<file path="src/rtl/out_port_arbiter_if.sv">
// rtl/out_port_arbiter_if.sv - switch/inject/link/credit signal bundle for out_port_arbiter
interface out_port_arbiter_if #(
  parameter int FLIT_SIZE = 82,
  parameter int CREDIT_W  = 5
);
  logic [FLIT_SIZE-1:0] sw_flit;
  logic                 sw_valid;
  logic                 sw_ready;
  logic [FLIT_SIZE-1:0] inj_flit;
  logic                 inj_valid;
  logic                 inj_ready;
  logic [FLIT_SIZE-1:0] out_flit;
  logic                 out_valid;
  logic                 credit_in;
  logic [CREDIT_W-1:0]  credit_count;
  logic                 credit_err;

  modport master (
    output sw_flit, sw_valid, inj_flit, inj_valid, credit_in,
    input  sw_ready, inj_ready, out_flit, out_valid, credit_count, credit_err
  );

  modport slave (
    input  sw_flit, sw_valid, inj_flit, inj_valid, credit_in,
    output sw_ready, inj_ready, out_flit, out_valid, credit_count, credit_err
  );
endinterface

</file>
<file path="src/rtl/out_port_arbiter.sv">
// rtl/out_port_arbiter.sv - buffered, credit-gated switch/inject arbiter for one link output
// Define OUT_ARB_INJECT_PRIORITY_EN for strict inject priority; default is round-robin.
module out_port_arbiter_fifo #(
  parameter int W = 82
) (
  input  logic         clk,
  input  logic         rst,
  input  logic         push,
  input  logic [W-1:0] din,
  input  logic         pop,
  output logic         ready,
  output logic         nonempty,
  output logic [W-1:0] head
);
  logic [W-1:0] mem [2];
  logic         wr_ptr;
  logic         rd_ptr;
  logic [1:0]   cnt;

  always_ff @(posedge clk or posedge rst) begin
    if (rst) begin
      wr_ptr <= 1'b0;
      rd_ptr <= 1'b0;
      cnt    <= 2'd0;
    end else begin
      if (push) wr_ptr <= ~wr_ptr;
      if (pop)  rd_ptr <= ~rd_ptr;
      case ({push, pop})
        2'b10:   cnt <= cnt + 2'd1;
        2'b01:   cnt <= cnt - 2'd1;
        default: cnt <= cnt;
      endcase
    end
  end

  // Storage needs no reset: head is only consumed while cnt is non-zero.
  always_ff @(posedge clk) begin
    if (push) mem[wr_ptr] <= din;
  end

  assign ready    = (cnt != 2'd2);
  assign nonempty = (cnt != 2'd0);
  assign head     = mem[rd_ptr];
endmodule

module out_port_arbiter #(
  parameter int FLIT_SIZE   = 82,
  parameter int CREDIT_INIT = 16,
  parameter int CREDIT_W    = 5
) (
  input  logic               clk,
  input  logic               rst,
  out_port_arbiter_if.slave  bus
);
  localparam logic [CREDIT_W-1:0] CREDIT_MAX = CREDIT_W'(CREDIT_INIT);

  logic                 sw_push, sw_pop, sw_ne;
  logic                 inj_push, inj_pop, inj_ne;
  logic [FLIT_SIZE-1:0] sw_head, inj_head;
  logic                 grant, pick_sw;
  logic [CREDIT_W-1:0]  credit_q;
  logic                 credit_err_q;
  logic                 out_valid_q;
  logic [FLIT_SIZE-1:0] out_flit_q;

  assign sw_push  = bus.sw_valid  && bus.sw_ready;
  assign inj_push = bus.inj_valid && bus.inj_ready;

  out_port_arbiter_fifo #(.W(FLIT_SIZE)) u_sw_fifo (
    .clk(clk), .rst(rst), .push(sw_push), .din(bus.sw_flit), .pop(sw_pop),
    .ready(bus.sw_ready), .nonempty(sw_ne), .head(sw_head)
  );

  out_port_arbiter_fifo #(.W(FLIT_SIZE)) u_inj_fifo (
    .clk(clk), .rst(rst), .push(inj_push), .din(bus.inj_flit), .pop(inj_pop),
    .ready(bus.inj_ready), .nonempty(inj_ne), .head(inj_head)
  );

`ifdef OUT_ARB_INJECT_PRIORITY_EN
  always_comb begin
    grant   = (credit_q != '0) && (sw_ne || inj_ne);
    pick_sw = sw_ne && !inj_ne;
  end
`else
  logic last_inj;

  always_comb begin
    grant   = (credit_q != '0) && (sw_ne || inj_ne);
    pick_sw = sw_ne && (!inj_ne || last_inj);
  end

  // Reset to "inj granted last" so the switch wins the first contention.
  always_ff @(posedge clk or posedge rst) begin
    if (rst)        last_inj <= 1'b1;
    else if (grant) last_inj <= !pick_sw;
  end
`endif

  assign sw_pop  = grant && pick_sw;
  assign inj_pop = grant && !pick_sw;

  always_ff @(posedge clk or posedge rst) begin
    if (rst) begin
      out_valid_q <= 1'b0;
      out_flit_q  <= '0;
    end else begin
      out_valid_q <= grant;
      out_flit_q  <= grant ? (pick_sw ? sw_head : inj_head) : '0;
    end
  end

  // A grant and a returning credit in the same cycle cancel out.
  always_ff @(posedge clk or posedge rst) begin
    if (rst) begin
      credit_q     <= CREDIT_MAX;
      credit_err_q <= 1'b0;
    end else if (grant && !bus.credit_in) begin
      credit_q <= credit_q - CREDIT_W'(1);
    end else if (!grant && bus.credit_in) begin
      if (credit_q == CREDIT_MAX) credit_err_q <= 1'b1;
      else                        credit_q     <= credit_q + CREDIT_W'(1);
    end
  end

  assign bus.out_valid    = out_valid_q;
  assign bus.out_flit     = out_flit_q;
  assign bus.credit_count = credit_q;
  assign bus.credit_err   = credit_err_q;
endmodule
</file>
<file path="src/flat_wrapper.sv">
// flat-port wrapper written by rule: the top's interface ports become plain ports
module out_port_arbiter_flat 
#(
  parameter int FLIT_SIZE   = 82,
  parameter int CREDIT_INIT = 16,
  parameter int CREDIT_W    = 5
)
  (clk, rst, bus_sw_flit, bus_sw_valid, bus_inj_flit, bus_inj_valid, bus_credit_in, bus_sw_ready, bus_inj_ready, bus_out_flit, bus_out_valid, bus_credit_count, bus_credit_err);
  out_port_arbiter_if #(.FLIT_SIZE(FLIT_SIZE), .CREDIT_W(CREDIT_W)) bus_i ();
  input  logic clk;
  input  logic rst;
  input wire logic [$bits(bus_i.sw_flit)-1:0] bus_sw_flit;
  input wire logic [$bits(bus_i.sw_valid)-1:0] bus_sw_valid;
  input wire logic [$bits(bus_i.inj_flit)-1:0] bus_inj_flit;
  input wire logic [$bits(bus_i.inj_valid)-1:0] bus_inj_valid;
  input wire logic [$bits(bus_i.credit_in)-1:0] bus_credit_in;
  output wire logic [$bits(bus_i.sw_ready)-1:0] bus_sw_ready;
  output wire logic [$bits(bus_i.inj_ready)-1:0] bus_inj_ready;
  output wire logic [$bits(bus_i.out_flit)-1:0] bus_out_flit;
  output wire logic [$bits(bus_i.out_valid)-1:0] bus_out_valid;
  output wire logic [$bits(bus_i.credit_count)-1:0] bus_credit_count;
  output wire logic [$bits(bus_i.credit_err)-1:0] bus_credit_err;
  assign bus_i.sw_flit = bus_sw_flit;
  assign bus_i.sw_valid = bus_sw_valid;
  assign bus_i.inj_flit = bus_inj_flit;
  assign bus_i.inj_valid = bus_inj_valid;
  assign bus_i.credit_in = bus_credit_in;
  assign bus_sw_ready = bus_i.sw_ready;
  assign bus_inj_ready = bus_i.inj_ready;
  assign bus_out_flit = bus_i.out_flit;
  assign bus_out_valid = bus_i.out_valid;
  assign bus_credit_count = bus_i.credit_count;
  assign bus_credit_err = bus_i.credit_err;
  out_port_arbiter #(.FLIT_SIZE(FLIT_SIZE), .CREDIT_INIT(CREDIT_INIT), .CREDIT_W(CREDIT_W)) u_core (.clk(clk), .rst(rst), .bus(bus_i));
endmodule
</file>
<file path="config.mk">
export PLATFORM = sky130hd
export DESIGN_NAME = out_port_arbiter_flat
export DESIGN_NICKNAME = d
export VERILOG_FILES = /design/src/rtl/out_port_arbiter_if.sv /design/src/rtl/out_port_arbiter.sv /design/src/flat_wrapper.sv
export SDC_FILE = /design/constraint.sdc
export NUM_CORES = 1
export LEC_CHECK = 0
export CORE_ASPECT_RATIO = 0.9
export CORE_MARGIN = 8
export CORE_UTILIZATION = 45
export DETAILED_ROUTE_END_ITERATION = 8
export GPL_ROUTABILITY_DRIVEN = 0
export PLACE_DENSITY = 0.69
export SYNTH_ARGS = -nofsm -noshare
export SYNTH_HDL_FRONTEND = slang
export SYNTH_SLANG_ARGS = --single-unit
</file>
<file path="constraint.sdc">
create_clock -name clk -period 5.2 [get_ports clk]
set_input_delay 1.56 -clock clk [delete_from_list [all_inputs] [get_ports clk]]
set_output_delay 1.56 -clock clk [all_outputs]
set_load 0.05 [all_outputs]
</file>
==> metrics.md <==
| Metric | Value |
|---|---|
| Share of synthesized registers carrying an async set or reset | `between 20 and 25%` |
| TritonCTS clock tree | `built` |
| Worst reg2reg path endpoint | `u_core.bus.credit_count[4]$_DFFE_PP1P_` |
| FILL cells | `2799` |
| Detail Route Antenna Nets | `0` |
| Layout net count | `about 1400` |
| Sequential cell area | `0.01231 mm^2` |
| Syn Std Cell Area | `0.01621 mm^2` |
| Mean cell area of the mapped netlist | `about 17 um^2` |
| Count of vias placed by the detailed router | `9054` |
| Peak supply drop | `just under 400 uV` |
| Largest fanout of any net on the critical path | `7` |
| Clock edge transition at the registers on the reported setup and hold paths | `approximately 60 ps` |
| Top-Level Pins | `260` |
| Die outline height | `196.1 um` |
| Root Driver | `sky130_fd_sc_hd__clkbuf_16` |
| End point of the worst hold path | `u_core.bus.credit_err$_DFFE_PP0P_` |
| Critical Setup Path Class | `register to primary output` |
| Power density cells | `between 600 and 700 mW/mm^2` |
| Core box area | `0.03584 mm^2` |
| Number of flops mapped to enable cells by yosys | `328` |
| Routed metal-1 wirelength | `~17000 um` |
| Wire length per cell after detailed routing | `between 20 and 25 um` |
| Antenna violations before repair | `3` |
| Stage delay of the slowest cell on the critical path | `around 860 ps` |
| Deepest level of the CTS H-tree | `2` |
| Placed inst area | `between 0.015 and 0.02 mm^2` |
| Number of global-route vias before repair | `a little under 10000` |
| # rows | `66` |
| Max transition margin | `29.74%` |
| Via-to-Cell Ratio | `5.200` |
| Maximum Capacitance Violations | `0` |
| CTS Buf Count | `45` |
| CTS sink count | `~430` |
| Number of distinct library cells after synthesis | `38` |
| CP required | `3640 ps` |
| Worst slack, placed | `~1400 ps` |
| Length of the first detailed-routing pass in iterations | `4` |
| Start point of the worst hold path | `u_core.bus.credit_err$_DFFE_PP0P_` |
| Number of endpoints failing setup at the final stage | `0` |
| Wire length on met3 | `roughly 2800 um` |
| Effective utilization at floorplan | `45.24%` |
| Final Skew | `between 10 and 15 ps` |
| List of cells traversed by the critical path | `nand2b_1 > clkdlybuf4s50_1` |
| Result of the run | `completed` |
| Port-buffer cells | `between 200 and 300` |
| Count of unresolved DRC violations after routing | `0` |
| Uppermost signal routing layer after detailed routing | `met5` |
| Endpoint kind of the worst setup timing path | `primary output` |
| Routed length on met2 | `about 18000 um` |
| Cell types occupying the most area after synthesis | `sky130_fd_sc_hd__edfxtp_1 (61%), sky130_fd_sc_hd__dfrtp_1 (15%), sky130_fd_sc_hd__mux2_2 (11%)` |
| Setup repair after global routing missed its margin | `false` |
| Cells on Worst Hold Path | `1` |
| First-pass GRT wire length | `57590 um` |
| Data arrival time of the critical path | `2180 ps` |
| Sum Neg Setup Slack | `0 ps` |
| Worst Hold Class | `register to register` |
| Number of DRC violations after detailed-routing iteration 0 | `around 550` |
| Hold Fails Final Rpt | `0` |
| CTS Hold Buffers Added | `0` |
| Proportion of netlist area held by the largest area contributor | `about three fifths` |
| Slowest cell on the critical path | `sky130_fd_sc_hd__clkdlybuf4s50_1` |
| Longest Clk Path Bufs | `3` |
| Fraction of final layout cells sized beyond drive strength 1 | `roughly 21%` |
| Min cycle time layout | `3742 ps` |
| Horizontal die dimension | `around 220 um` |
| Register-to-Register Path Depth | `11` |
| Footprint of the multi-input gates | `~0.0036 mm^2` |
| Pin count of the biggest net entering global routing | `84` |
| Leakage power | `7.385 nW` |
| Number of synthesized register bits | `between 400 and 500` |
| Gates resized, CTS repair | `0` |
| Crit path launch type | `register` |
| Internal reg-to-reg setup slack | `about 1700 ps` |
| Register area share after synthesis | `75.89%` |
| Total number of yosys warnings | `0` |
| Max frequency | `267.3 MHz` |
| Die ar. | `~0.042 mm^2` |
| Share of the cycle needed by the critical path after routing | `roughly 72%` |
| Global route overflow | `0` |
| Transition time of the tightest slew-check pin | `around 1100 ps` |
| Growth of design area from synthesis to finish | `27.37%` |
| Number of buffers added for setup after CTS | `0` |
| Cells after Synth | `about 970` |
| Post-Layout Inst Area | `about 0.021 mm^2` |
| Post-layout worst setup margin | `around 1500 ps` |
| Global-route usage over all layers | `roughly 17%` |
| Max-slew violations | `0` |
| R2R Path Start | `u_core.bus.credit_count[1]$_DFFE_PP0P_` |
| Top FF cell, synth | `sky130_fd_sc_hd__edfxtp_1` |
| Cell type with the highest aggregate area in the netlist | `sky130_fd_sc_hd__edfxtp_1` |
| Post-DP HPWL | `between 20000 and 25000 um` |
| Clk Latency, worst-skew pair | `540 ps` |
| Synthesized netlist net count | `~1100` |
| Routed Wire Length | `between 30000 and 40000 um` |
## routing by layer
metal / global-route usage (%) / up-vias
met5: 0 / -
met4: 3.780 / 4
met3: 4.650 / 54
met2: 28.56 / 311
met1: 23.22 / 4554
li1: - / 4131
## cell usage after synthesis (all sizes together) (2+ instances only)
| cell type | number |
|---|---|
| edfxtp | 328 |
| mux2 | 164 |
| dfrtp | 96 |
| nand2 | 90 |
| a21oi | 85 |
| nand3 | 82 |
| buf | 55 |
| xnor2 | 9 |
| ha | 7 |
| nor2 | 7 |
| inv | 6 |
| xor2 | 6 |
| nand2b | 3 |
| nor4 | 3 |
| a21o | 2 |
| and3 | 2 |
| clkbuf | 2 |
| dfstp | 2 |
## worst max-delay path, delay by kind of cell (launching register included)
family | cells | cell delay (ps)
buf+inv | 1 | 860
flops | 1 | 530
simple gates | 1 | 250
## kinds of logic (layout without fill, tap and decap cells)
logic type	after synthesis	count (layout)	share of synthesized area [%]
buffers and inverters	63	361	2.392
muxes	164	164	11.39
AOI/OAI and AO/OA	98	98	3.527
xor gates and xnor gates	15	15	0.8103
other	0	2	0
adders and majority gates	7	7	0.5401
and+or+nand+nor	192	192	5.456
DFF	426	426	75.89
## how the worst max path moves through the flow
stage                                   startpoint                                endpoint  slack (ps)
2_1_floorplan                         bus_sw_valid    u_core.u_sw_fifo.mem[0][0]$_DFFE_PP_         960
3_3_place_gp                         bus_credit_in  u_core.bus.credit_count[4]$_DFFE_PP1P_        1490
3_5_place_dp                         bus_credit_in  u_core.bus.credit_count[4]$_DFFE_PP1P_        1390
4_1_cts        u_core.u_sw_fifo.cnt[0]$_DFFE_PP0P_                            bus_sw_ready        1430
5_1_grt        u_core.u_sw_fifo.cnt[0]$_DFFE_PP0P_                            bus_sw_ready        1390
6_report       u_core.u_sw_fifo.cnt[0]$_DFFE_PP0P_                            bus_sw_ready        1460
## where the power goes
part	switching (W)	leakage, nW	internal [W]
registers	0.000482	4.23	0.00480
clock network	0.00125	0.690	0.00181
logic	0.00335	2.47	0.00200
## sequential cells by signal, summed over array words and instances (netlist names)
| signal | cells |
|---|---|
| u_core.bus.credit_count | 5 |
| u_core.bus.credit_err | 1 |
| u_core.bus.out_flit | 82 |
| u_core.bus.out_valid | 1 |
| u_core.last_inj | 1 |
| u_core.u_inj_fifo.cnt | 2 |
| u_core.u_inj_fifo.mem | 164 |
| u_core.u_inj_fifo.rd_ptr | 1 |
| u_core.u_inj_fifo.wr_ptr | 1 |
| u_core.u_sw_fifo.cnt | 2 |
| u_core.u_sw_fifo.mem | 164 |
| u_core.u_sw_fifo.rd_ptr | 1 |
| u_core.u_sw_fifo.wr_ptr | 1 |
## through the flow
| stage | util, % | cells | power [W] | hold WS (ps) |
|---|---|---|---|---|
| after floorplan | - | 965 | 0.009036 | 449.5 |
| after global placement | 53.67 | 1659 | 0.01067 | 486.5 |
| after detailed placement | 53.67 | 1659 | 0.01075 | 497.5 |
| after CTS | 57.61 | 1739 | 0.01384 | 510.7 |
| after global routing | 57.62 | 1740 | 0.01435 | 539.8 |
| final | 57.62 | 1741 | 0.01369 | 497.4 |
## cell usage in the layout (no fill, tap or decap), drive strengths merged, types with 2 or more instances in the layout
cell type	synthesis	final
a21oi	85	85
and3	2	2
nor2	7	7
bufinv	0	2
xor2	6	6
edfxtp	328	328
clkbuf	2	67
nor4	3	3
nand3	82	82
clkinv	0	8
mux2	164	164
nand2	90	90
buf	55	16
nand2b	3	3
xnor2	9	9
a21o	2	2
inv	6	7
clkinvlp	0	2
ha	7	7
dfstp	2	2
clkdlybuf4s50	0	259
diode	0	2
dfrtp	96	96
## cell type report
cell class | count | share of cell area, %
Antenna cell | 2 | 0.02423
Clock buffer | 67 | 6.240
Clock inverter | 13 | 0.5998
Inverter | 6 | 0.1212
Multi-Input combinational cell | 476 | 17.32
Sequential cell | 426 | 59.61
Tap cell | 476 | 2.884
Timing Repair Buffer | 275 | 13.20
(Power assumes the default switching activity.)
